### src/rtl/alu_pkg.sv
// rtl/alu_pkg.sv - shared opcode, width and command types for the ALU issue queue
package alu_pkg;

    localparam int OPW   = 4;
    localparam int SHW   = 5;
    localparam int ALU_W = 128;

    typedef enum logic [OPW-1:0] {
        OP_ADD  = 4'd0,
        OP_SUB  = 4'd1,
        OP_AND  = 4'd2,
        OP_OR   = 4'd3,
        OP_SLL  = 4'd4,
        OP_SRL  = 4'd5,
        OP_XNOR = 4'd6,
        OP_DIV  = 4'd7
    } alu_op_e;

    typedef struct packed {
        logic [OPW-1:0]   opcode;
        logic [ALU_W-1:0] op1;
        logic [ALU_W-1:0] op2;
        logic [SHW-1:0]   shift;
    } alu_cmd_t;

    // Opcodes above DIV have no ALU meaning and are dropped at the queue input.
    function automatic logic is_legal_op(input logic [OPW-1:0] op);
        return op <= OP_DIV;
    endfunction

endpackage

### src/rtl/alu_issue_queue_if.sv
// rtl/alu_issue_queue_if.sv - command-in and issue-out handshake bundle
interface alu_issue_queue_if #(
    parameter int WIDTH = alu_pkg::ALU_W
);
    logic                     in_valid;
    logic                     in_ready;
    logic [alu_pkg::OPW-1:0]  in_opcode;
    logic [WIDTH-1:0]         in_op1;
    logic [WIDTH-1:0]         in_op2;
    logic [alu_pkg::SHW-1:0]  in_shift;

    logic                     alu_valid;
    logic                     alu_ready;
    logic [alu_pkg::OPW-1:0]  alu_opcode;
    logic [WIDTH-1:0]         alu_input1;
    logic [WIDTH-1:0]         alu_input2;
    logic [alu_pkg::SHW-1:0]  alu_shiftValue;
    logic                     alu_div0;

    modport slave (
        input  in_valid, in_opcode, in_op1, in_op2, in_shift, alu_ready,
        output in_ready, alu_valid, alu_opcode, alu_input1, alu_input2,
               alu_shiftValue, alu_div0
    );

    modport master (
        output in_valid, in_opcode, in_op1, in_op2, in_shift, alu_ready,
        input  in_ready, alu_valid, alu_opcode, alu_input1, alu_input2,
               alu_shiftValue, alu_div0
    );
endinterface

### src/rtl/alu_cmd_fifo.sv
// rtl/alu_cmd_fifo.sv - generic circular FIFO with occupancy count and synchronous flush
module alu_cmd_fifo #(
    parameter int DW    = 8,
    parameter int DEPTH = 4
) (
    input  logic                     clk,
    input  logic                     rst_n,
    input  logic                     flush,
    input  logic                     push,
    input  logic                     pop,
    input  logic [DW-1:0]            wdata,
    output logic [DW-1:0]            rdata,
    output logic [$clog2(DEPTH):0]   count,
    output logic                     full,
    output logic                     empty
);
    localparam int AW = $clog2(DEPTH);
    localparam int CW = AW + 1;

    logic [DW-1:0] mem_q [DEPTH];
    logic [DW-1:0] mem_d [DEPTH];
    logic [AW-1:0] wr_ptr_q, wr_ptr_d;
    logic [AW-1:0] rd_ptr_q, rd_ptr_d;
    logic [CW-1:0] count_q, count_d;
    logic          push_ok, pop_ok;

    assign full    = (count_q == CW'(DEPTH));
    assign empty   = (count_q == '0);
    assign count   = count_q;
    assign rdata   = mem_q[rd_ptr_q];

    // A push into a full queue only lands when the head leaves in the same cycle.
    assign push_ok = push & (~full | pop) & ~flush;
    assign pop_ok  = pop & ~empty & ~flush;

    // Next-state for storage, pointers and occupancy; flush wins over push/pop.
    always_comb begin
        mem_d    = mem_q;
        wr_ptr_d = wr_ptr_q;
        rd_ptr_d = rd_ptr_q;
        count_d  = count_q;
        if (push_ok) begin
            mem_d[wr_ptr_q] = wdata;
            wr_ptr_d        = wr_ptr_q + AW'(1);
        end
        if (pop_ok) begin
            rd_ptr_d = rd_ptr_q + AW'(1);
        end
        case ({push_ok, pop_ok})
            2'b10:   count_d = count_q + CW'(1);
            2'b01:   count_d = count_q - CW'(1);
            default: count_d = count_q;
        endcase
        if (flush) begin
            wr_ptr_d = '0;
            rd_ptr_d = '0;
            count_d  = '0;
        end
    end

    // Payload storage carries no reset; only the pointers decide what is valid.
    always_ff @(posedge clk) begin
        mem_q <= mem_d;
    end

    // Pointer and occupancy registers.
    always_ff @(posedge clk or negedge rst_n) begin
        if (!rst_n) begin
            wr_ptr_q <= '0;
            rd_ptr_q <= '0;
            count_q  <= '0;
        end else begin
            wr_ptr_q <= wr_ptr_d;
            rd_ptr_q <= rd_ptr_d;
            count_q  <= count_d;
        end
    end

endmodule

### src/rtl/alu_issue_queue.sv
// rtl/alu_issue_queue.sv - command queue in front of the 128-bit ALU with opcode filter and div0 flag
module alu_issue_queue
    import alu_pkg::*;
#(
    parameter int WIDTH = ALU_W,
    parameter int DEPTH = 4
) (
    input  logic                   clk,
    input  logic                   rst_n,
    input  logic                   flush,
    alu_issue_queue_if.slave       bus,
    output logic [$clog2(DEPTH):0] count,
    output logic                   err_illegal,
    output logic [15:0]            issued_cnt
);
    localparam int PW = OPW + 2 * WIDTH + SHW;

    logic [PW-1:0]    wdata, rdata;
    logic             fifo_full, fifo_empty;
    logic             offer, op_legal, push, pop;
    logic [OPW-1:0]   head_op;
    logic [WIDTH-1:0] head_op1, head_op2;
    logic [SHW-1:0]   head_sh;

    logic             err_illegal_q, err_illegal_d;
    logic [15:0]      issued_cnt_q, issued_cnt_d;

    assign wdata = {bus.in_opcode, bus.in_op1, bus.in_op2, bus.in_shift};
    assign {head_op, head_op1, head_op2, head_sh} = rdata;

    // A full queue still accepts when the head is consumed in the same cycle.
    assign bus.in_ready = ~fifo_full | bus.alu_ready;
    assign offer        = bus.in_valid & bus.in_ready;
    assign op_legal     = is_legal_op(bus.in_opcode);
    assign push         = offer & op_legal;
    assign pop          = bus.alu_valid & bus.alu_ready;

    alu_cmd_fifo #(
        .DW    (PW),
        .DEPTH (DEPTH)
    ) u_fifo (
        .clk   (clk),
        .rst_n (rst_n),
        .flush (flush),
        .push  (push),
        .pop   (pop),
        .wdata (wdata),
        .rdata (rdata),
        .count (count),
        .full  (fifo_full),
        .empty (fifo_empty)
    );

    // Head presentation: zeroed when empty so the ALU sees a harmless ADD 0,0.
    always_comb begin
        bus.alu_valid      = ~fifo_empty;
        bus.alu_opcode     = '0;
        bus.alu_input1     = '0;
        bus.alu_input2     = '0;
        bus.alu_shiftValue = '0;
        bus.alu_div0       = 1'b0;
        if (!fifo_empty) begin
            bus.alu_opcode     = head_op;
            bus.alu_input1     = head_op1;
            bus.alu_input2     = head_op2;
            bus.alu_shiftValue = head_sh;
            bus.alu_div0       = (head_op == OP_DIV) && (head_op2 == '0);
        end
    end

    // Sticky illegal-opcode flag and wrapping issue counter; flush clears only the flag.
    always_comb begin
        err_illegal_d = err_illegal_q | (offer & ~op_legal);
        issued_cnt_d  = issued_cnt_q;
        if (pop && !flush) begin
            issued_cnt_d = issued_cnt_q + 16'd1;
        end
        if (flush) begin
            err_illegal_d = 1'b0;
        end
    end

    // Status registers.
    always_ff @(posedge clk or negedge rst_n) begin
        if (!rst_n) begin
            err_illegal_q <= 1'b0;
            issued_cnt_q  <= '0;
        end else begin
            err_illegal_q <= err_illegal_d;
            issued_cnt_q  <= issued_cnt_d;
        end
    end

    assign err_illegal = err_illegal_q;
    assign issued_cnt  = issued_cnt_q;

endmodule
### src/flat_wrapper.sv
// flat-port wrapper written by rule: the top's interface ports become plain ports
module alu_issue_queue_flat import alu_pkg::*;
#(
    parameter int WIDTH = ALU_W,
    parameter int DEPTH = 4
)
  (clk, rst_n, flush, count, err_illegal, issued_cnt, bus_in_valid, bus_in_opcode, bus_in_op1, bus_in_op2, bus_in_shift, bus_alu_ready, bus_in_ready, bus_alu_valid, bus_alu_opcode, bus_alu_input1, bus_alu_input2, bus_alu_shiftValue, bus_alu_div0);
  alu_issue_queue_if #(.WIDTH(WIDTH)) bus_i ();
  input  logic clk;
  input  logic rst_n;
  input  logic flush;
  output logic [$clog2(DEPTH):0] count;
  output logic err_illegal;
  output logic [15:0] issued_cnt;
  input wire logic [$bits(bus_i.in_valid)-1:0] bus_in_valid;
  input wire logic [$bits(bus_i.in_opcode)-1:0] bus_in_opcode;
  input wire logic [$bits(bus_i.in_op1)-1:0] bus_in_op1;
  input wire logic [$bits(bus_i.in_op2)-1:0] bus_in_op2;
  input wire logic [$bits(bus_i.in_shift)-1:0] bus_in_shift;
  input wire logic [$bits(bus_i.alu_ready)-1:0] bus_alu_ready;
  output wire logic [$bits(bus_i.in_ready)-1:0] bus_in_ready;
  output wire logic [$bits(bus_i.alu_valid)-1:0] bus_alu_valid;
  output wire logic [$bits(bus_i.alu_opcode)-1:0] bus_alu_opcode;
  output wire logic [$bits(bus_i.alu_input1)-1:0] bus_alu_input1;
  output wire logic [$bits(bus_i.alu_input2)-1:0] bus_alu_input2;
  output wire logic [$bits(bus_i.alu_shiftValue)-1:0] bus_alu_shiftValue;
  output wire logic [$bits(bus_i.alu_div0)-1:0] bus_alu_div0;
  assign bus_i.in_valid = bus_in_valid;
  assign bus_i.in_opcode = bus_in_opcode;
  assign bus_i.in_op1 = bus_in_op1;
  assign bus_i.in_op2 = bus_in_op2;
  assign bus_i.in_shift = bus_in_shift;
  assign bus_i.alu_ready = bus_alu_ready;
  assign bus_in_ready = bus_i.in_ready;
  assign bus_alu_valid = bus_i.alu_valid;
  assign bus_alu_opcode = bus_i.alu_opcode;
  assign bus_alu_input1 = bus_i.alu_input1;
  assign bus_alu_input2 = bus_i.alu_input2;
  assign bus_alu_shiftValue = bus_i.alu_shiftValue;
  assign bus_alu_div0 = bus_i.alu_div0;
  alu_issue_queue #(.WIDTH(WIDTH), .DEPTH(DEPTH)) u_core (.clk(clk), .rst_n(rst_n), .flush(flush), .bus(bus_i), .count(count), .err_illegal(err_illegal), .issued_cnt(issued_cnt));
endmodule
### config.mk
export PLATFORM = sky130hd
export DESIGN_NAME = alu_issue_queue_flat
export DESIGN_NICKNAME = d
export VERILOG_FILES = /design/src/rtl/alu_pkg.sv /design/src/rtl/alu_issue_queue_if.sv /design/src/rtl/alu_cmd_fifo.sv /design/src/rtl/alu_issue_queue.sv /design/src/flat_wrapper.sv
export SDC_FILE = /design/constraint.sdc
export NUM_CORES = 1
export LEC_CHECK = 0
export ABC_AREA = 1
export CORE_UTILIZATION = 63
export CTS_CLUSTER_SIZE = 25
export DETAILED_ROUTE_END_ITERATION = 6
export DONT_BUFFER_PORTS = 1
export PLACE_DENSITY = 0.79
export SLEW_MARGIN = 40
export SYNTH_ARGS = -nofsm -noshare
export SYNTH_HDL_FRONTEND = slang
export SYNTH_SLANG_ARGS = --single-unit
### constraint.sdc
create_clock -name clk -period 14 [get_ports clk]
set_input_delay 2.1 -clock clk [delete_from_list [all_inputs] [get_ports clk]]
set_output_delay 2.1 -clock clk [all_outputs]
set_load 0.005 [all_outputs]
==> impl_metrics.csv, run 1 <==
group,metric,value,unit
global_route,grt_pass1_vias,25062,
route,viasPerCell,6.08,
worst_hold_path,hold_class,"flop to flop",
sta,fin_hold_ws,0.497,ns
status,outcome,"completed",
cts,cts_resized,0,
synth,avgSynthCellArea,12.2,sq um
floorplanning,ioPinCount,558,
power,powerDensity,174,nW/um^2
sta,tightest_slew,0.892,ns
sta,clock_skew,0.0327,ns
cts,cts_setup_buffers,0,
route,drc_errors,0,
setup_path,r2r_cells,8,
floorplanning,dieArea,69000,sq um
route,ant_nets,0,
sta,finalHoldViolCount,0,
floorplanning,core_area,67200,sq um
cts,cts_hold_buffers,0,
sta,slew_headroom,40.5,%
setup_path,crit_start,"u_core.u_fifo.rd_ptr_q[0]",
global_route,grt_antenna_before_repair,4,
setup_path,r2r_start,"u_core.u_fifo.count[1]",
cells_and_area,register_area,32400,sq um
synth,ys_ff_latch,1084,
cts,cts.sinks,1084,
sta,final.min_clock_period,6.90,ns
setup_path,crit_end,"bus_alu_div0",
sta,finalSetupViolCount,0,
setup_path,required,11.90,ns
synth,synth_top_area_share,74.4,%
sta,finalMaxSlewViolations,0,
place,post-place-ws,7.44,ns
cells_and_area,layout_commonest_cell,"edfxtp_1",
run,cap_violations,0,
floorplanning,start_util,63.7,%
cells_and_area,final_cell_mix,"edfxtp_1, nand2_1, nor2_1",
cells_and_area,fillCellCount,4351,
cts,h-tree-depth,3,
setup_path,r2r-end,"u_core.u_fifo.mem_q[155]",
setup_path,critPathKind,"flop to output port",
cts,ctsLongestPathBuffers,3,
power,leakagePower,16.4,nW
route,wl_per_cell,23.3,um
setup_path,crit_path_end_kind,"output port",
power,ir_drop,0.000209,V
cells_and_area,final_nets,3716,
synth,synth_area_leader_cell,"edfxtp_1",
synth,syn-num-nets,3781,
place,gp_congestion,0.868,
setup_path,cp-start-kind,"flop",
sta,finalCritPeriodShare,49.3,%
setup_path,critPathArrivalTime,4.80,ns
cts,clk_latency,0.68,ns
synth,ys.warnings.count,0,
place,hpwl,60400,um
cts,cts_buffers,103,
floorplanning,die_h,263,um
synth,synth_cell_type_count,26,
route,wl,102000,um
cells_and_area,final_util,69.7,%
global_route,grt.overflow.total,0,
place,io_buffers,0,
setup_path,regToRegSetupSlack,10.18,ns
cts,clk_pin_slew_worst_paths,0.06,ns
global_route,grt_pass1_wl,151000,um
synth,synth_area_leaders,"edfxtp_1, nand2_1, nor2_1",
floorplanning,rows,95,
setup_path,crit_path_max_fanout,94,
cts,cts_tree,"done",
synth,synthCells,3505,
sta,setup_ws,7.10,ns
route,drtIter0Drc,3005,
power,p_total,8.15,mW
sta,finalSetupTns,0,ns
route,dr.pass1.iters,5,
sta,grt_setup_unrepaired,"false",
cells_and_area,layout-drive-gt1-share,5.56,%
synth,seq_area_frac_synth,75.8,%
synth,synth_area,42800,sq um
global_route,grt_usage,29.0,%
floorplanning,die_x,263,um
cells_and_area,syn2layout_area_growth,9.43,%
global_route,grt_max_degree,216,
cells_and_area,multiInputGateArea,9240,sq um
cts,root_buffer,"clkbuf_16",
route,via_count,26754,
sta,fmax,145,MHz
[state kept, by name, indices dropped and copies added (netlist names)]
signal	count
u_core.u_fifo.count	3
u_core.err_illegal	1
u_core.u_fifo.rd_ptr_q	2
u_core.issued_cnt	16
u_core.u_fifo.mem_q	1060
u_core.u_fifo.wr_ptr_q	2
[Yosys cell counts (all sizes together)]
cell	count
xnor2	10
o22a	1
o21ai	276
nand3	274
buf	120
nor3	2
nand2	726
nand4	20
xor2	7
clkinv	3
edfxtp	1060
ha	5
inv	46
clkbuf	85
a21oi	136
fa	1
dfrtp	24
nor2	709
[layer usage]
metal / up-vias / track usage, % / part of all wire (%) / wire length, um
li1: 12079 / - / - / -
met1: 12940 / 36.9 / 36 / 37000
met2: 1507 / 47.1 / 49 / 50000
met3: 228 / 9.27 / 11 / 11600
met4: 0 / 10.7 / 3.7 / 3840
met5: - / 0 / 0 / 0
[layout make-up]
class	instances	share of cell area, %
sequential	1084	69.3
clock inverter	65	1.37
multi-input combinational	2167	19.7
inverter	49	0.454
timing repair buffer	35	1.05
antenna	5	0.0267
clock buffer	125	5.75
tap	873	2.33
[logic make-up (layout without fill, tap and decap cells)]
| family | Yosys count | count (layout) | synth area share [%] |
|---|---|---|---|
| buf+inv | 254 | 274 | 2.69 |
| flops | 1084 | 1084 | 75.8 |
| xor+xnor | 17 | 17 | 0.348 |
| compound gates | 413 | 413 | 4.84 |
| fa+ha+maj | 6 | 6 | 0.193 |
| other cells | 0 | 5 | 0 |
| simple gates | 1731 | 1731 | 16.1 |
[stage by stage]
step	area [sq um]	cells
after floorplan	42800	3505
after global placement	43200	4202
after detailed placement	43400	4205
after CTS	46700	4395
after global routing	46800	4398
final	46800	4403
[worst min-delay path by stage]
stage,startpoint,end,slack [ns],cells after the start
finish,u_core.issued_cnt[15],u_core.issued_cnt[15],0.50,1
global route,u_core.issued_cnt[15],u_core.issued_cnt[15],0.52,1
CTS,u_core.issued_cnt[15],u_core.issued_cnt[15],0.50,1
detailed placement,u_core.issued_cnt[15],u_core.issued_cnt[15],0.49,1
global placement,u_core.issued_cnt[15],u_core.issued_cnt[15],0.49,1
floorplan,u_core.issued_cnt[15],u_core.issued_cnt[15],0.47,1
[report_power, final]
group | internal [mW] | leakage (nW) | switching (mW) | total (mW)
registers | 3.63 | 9.88 | 0.0465 | 3.68
logic | 0.395 | 4.86 | 1.36 | 1.75
clock network | 1.54 | 1.64 | 1.18 | 2.72
[worst max-delay path, stage by stage (launching register included)]
cell and delay, ns:
dfrtp_4 0.71, buf_12 0.27, buf_4 0.62, buf_6 0.67, buf_6 0.61, nand2_1 0.14
nand3_1 0.13, nand2_1 0.12, nor2_1 0.10, nand2_1 0.08, nor2_1 0.10, nand2_1 0.06
nor2_1 0.12, nand3_1 0.15, nor2_1 0.22
No activity file was read; power rests on OpenSTA's default activity.
==> run 2, diff against run 1 <==
- CORE_UTILIZATION: 63 -> 57
- PLACE_DENSITY: 0.79 -> 0.75
- clock period: 14 -> 5.73 ns (I/O delays scaled with it)
==> run 2 against run 1 <==
Count of clock-buffer cells in the layout unchanged. Critical endpoint unchanged. Largest power group unchanged. Clock power up 150%. Final cell count up 2.2%. Core utilization down 6.4 points. Clock skew down 0.0057 ns. Sequential power up 140%. Non-clock buffer count down 1.
==> impl_metrics.csv, run 2 (synthesis gave the netlist of run 1 again) <==
group,metric,value,unit
place,dp.cells,4301,
worst_hold_path,hold_class,"input port to asynchronous set/reset pin",
setup_path,cp-start-kind,"flop",
floorplanning,rows,100,
place,gp_congestion,0.807,
route,via_count,26067,
cts,clk_latency,0.68,ns
cells_and_area,final_util,63.3,%
floorplanning,core_area,74300,sq um
setup_path,crit_path_max_fanout,173,
cells_and_area,largest_register_ffs,1060,
setup_path,required,4.87,ns
setup_path,crit_end,"bus_alu_div0",
global_route,grt_antenna_before_repair,6,
cells_and_area,instances_no_fill,4502,
floorplanning,die_h,276,um
cells_and_area,regMostFlops,"u_core.u_fifo.mem_q",
cts,ctsLongestPathBuffers,3,
route,wl_per_cell,22.4,um
route,wl,101000,um
place,dpl_cell_area,43600,sq um
cells_and_area,fillCellCount,5295,
global_route,grt_usage,25.4,%
status,outcome,"completed",
power,leakagePower,16.4,nW
route,viasPerCell,5.79,
power,powerDensity,426,nW/um^2
global_route,grt.overflow.total,0,
cts,cts.sinks,1084,
setup_path,critPathKind,"flop to output port",
cells_and_area,final_cell_mix,"edfxtp_1, nand2_1, nor2_1",
sta,finalSetupViolCount,0,
cts,clk_pin_slew_worst_paths,0.06,ns
cells_and_area,finalInstanceArea,47000,sq um
cells_and_area,layout-drive-gt1-share,5.63,%
global_route,grt_pass1_vias,24024,
floorplanning,start_util,57.6,%
cts,cts_tree,"done",
cts,cts_buffers,107,
cts,cts_setup_buffers,0,
global_route,grt_pass1_wl,145000,um
route,drtIter0Drc,2546,
sta,clock_skew,0.0270,ns
cells_and_area,layout_commonest_cell,"edfxtp_1",
run,cap_violations,0,
power,ir_drop,0.000549,V
sta,grt_setup_unrepaired,"false",
cells_and_area,register_area,32400,sq um
route,dr.pass1.iters,5,
route,drc_errors,0,
setup_path,regToRegSetupSlack,2.85,ns
cells_and_area,final_nets,3719,
setup_path,critPathArrivalTime,3.47,ns
route,ant_nets,0,
place,io_buffers,0,
sta,slew_headroom,39.2,%
floorplanning,ioPinCount,558,
sta,finalCritPeriodShare,75.6,%
sta,finalSetupTns,0,ns
sta,tightest_slew,0.912,ns
sta,fmax,231,MHz
sta,fin_hold_ws,0.190,ns
place,hpwl,58600,um
cts,cts_resized,0,
setup_path,crit_path_end_kind,"output port",
cts,h-tree-depth,3,
setup_path,crit_start,"u_core.u_fifo.rd_ptr_q[0]",
cells_and_area,multiInputGateArea,9250,sq um
floorplanning,dieArea,76200,sq um
setup_path,r2r_cells,7,
floorplanning,die_x,276,um
cts,root_buffer,"clkbuf_16",
setup_path,r2r-end,"u_core.u_fifo.mem_q[329]",
cells_and_area,syn2layout_area_growth,9.95,%
sta,final.min_clock_period,4.33,ns
setup_path,r2r_start,"u_core.u_fifo.count[0]",
sta,finalHoldViolCount,0,
sta,finalMaxSlewViolations,0,
global_route,grt_max_degree,174,
==> run 2: final cells by class <==
class	count	share of cell area (%)
flip-flops and latches	1084	69.0
multi-input cells	2167	19.7
clock buffers	125	5.88
well taps	969	2.58
clock inverters	73	1.40
repair buffers	34	1.05
inverters	49	0.452
diodes	1	0.00532
==> run 2: critical path, cell delays in order, from the launching register on <==
cell	delay [ns]
dfrtp_4	0.57
inv_16	0.39
buf_4	0.57
nand2_1	0.11
nand3_1	0.10
nand2_1	0.18
nand2_1	0.12
inv_1	0.05
nand4_1	0.12
nor2_1	0.06
nand3_1	0.18
nor2_1	0.14
==> run 2: where the power goes <==
part / internal (mW) / switching, mW
logic: 0.991 / 3.29
clock network: 3.87 / 2.90
registers: 8.88 / 0.0896
==> run 2: how the worst min path moves through the flow <==
| stage | from | end | slack (ns) | depth (start not counted) |
|---|---|---|---|---|
| 2_1_floorplan | u_core.issued_cnt[15] | u_core.issued_cnt[15] | 0.47 | 1 |
| 3_3_place_gp | u_core.issued_cnt[15] | u_core.issued_cnt[15] | 0.48 | 1 |
| 6_report | rst_n | u_core.u_fifo.rd_ptr_q[0] | 0.19 | 1 |
| 5_1_grt | rst_n | u_core.u_fifo.count[2] | 0.20 | 1 |
| 3_5_place_dp | u_core.issued_cnt[15] | u_core.issued_cnt[15] | 0.50 | 1 |
| 4_1_cts | flush | u_core.err_illegal | 0.22 | 1 |
==> run 2: routing by layer <==
layer | vias up | GRT usage, % | part of all wire [%]
met1 | 12532 | 31.7 | 37
met3 | 224 | 8.52 | 11
met5 | - | 0 | 0.050
li1 | 12077 | - | -
met2 | 1226 | 40.9 | 48
met4 | 8 | 10.2 | 4.0
==> run 2: metrics by stage <==
step	setup slack [ns]	power (mW)
after floorplan	0.00292	12.1
after global placement	1.90	13.3
after detailed placement	2.17	13.4
after CTS	1.42	20.0
after global routing	1.24	20.8
final	1.40	20.0
==> run 2: what timing repair did <==
item | 4_1_cts | 5_1_grt
hold endpoints to repair | 24 | 0
hold buffers | 1 | 0
setup endpoints to repair | 0 | 0
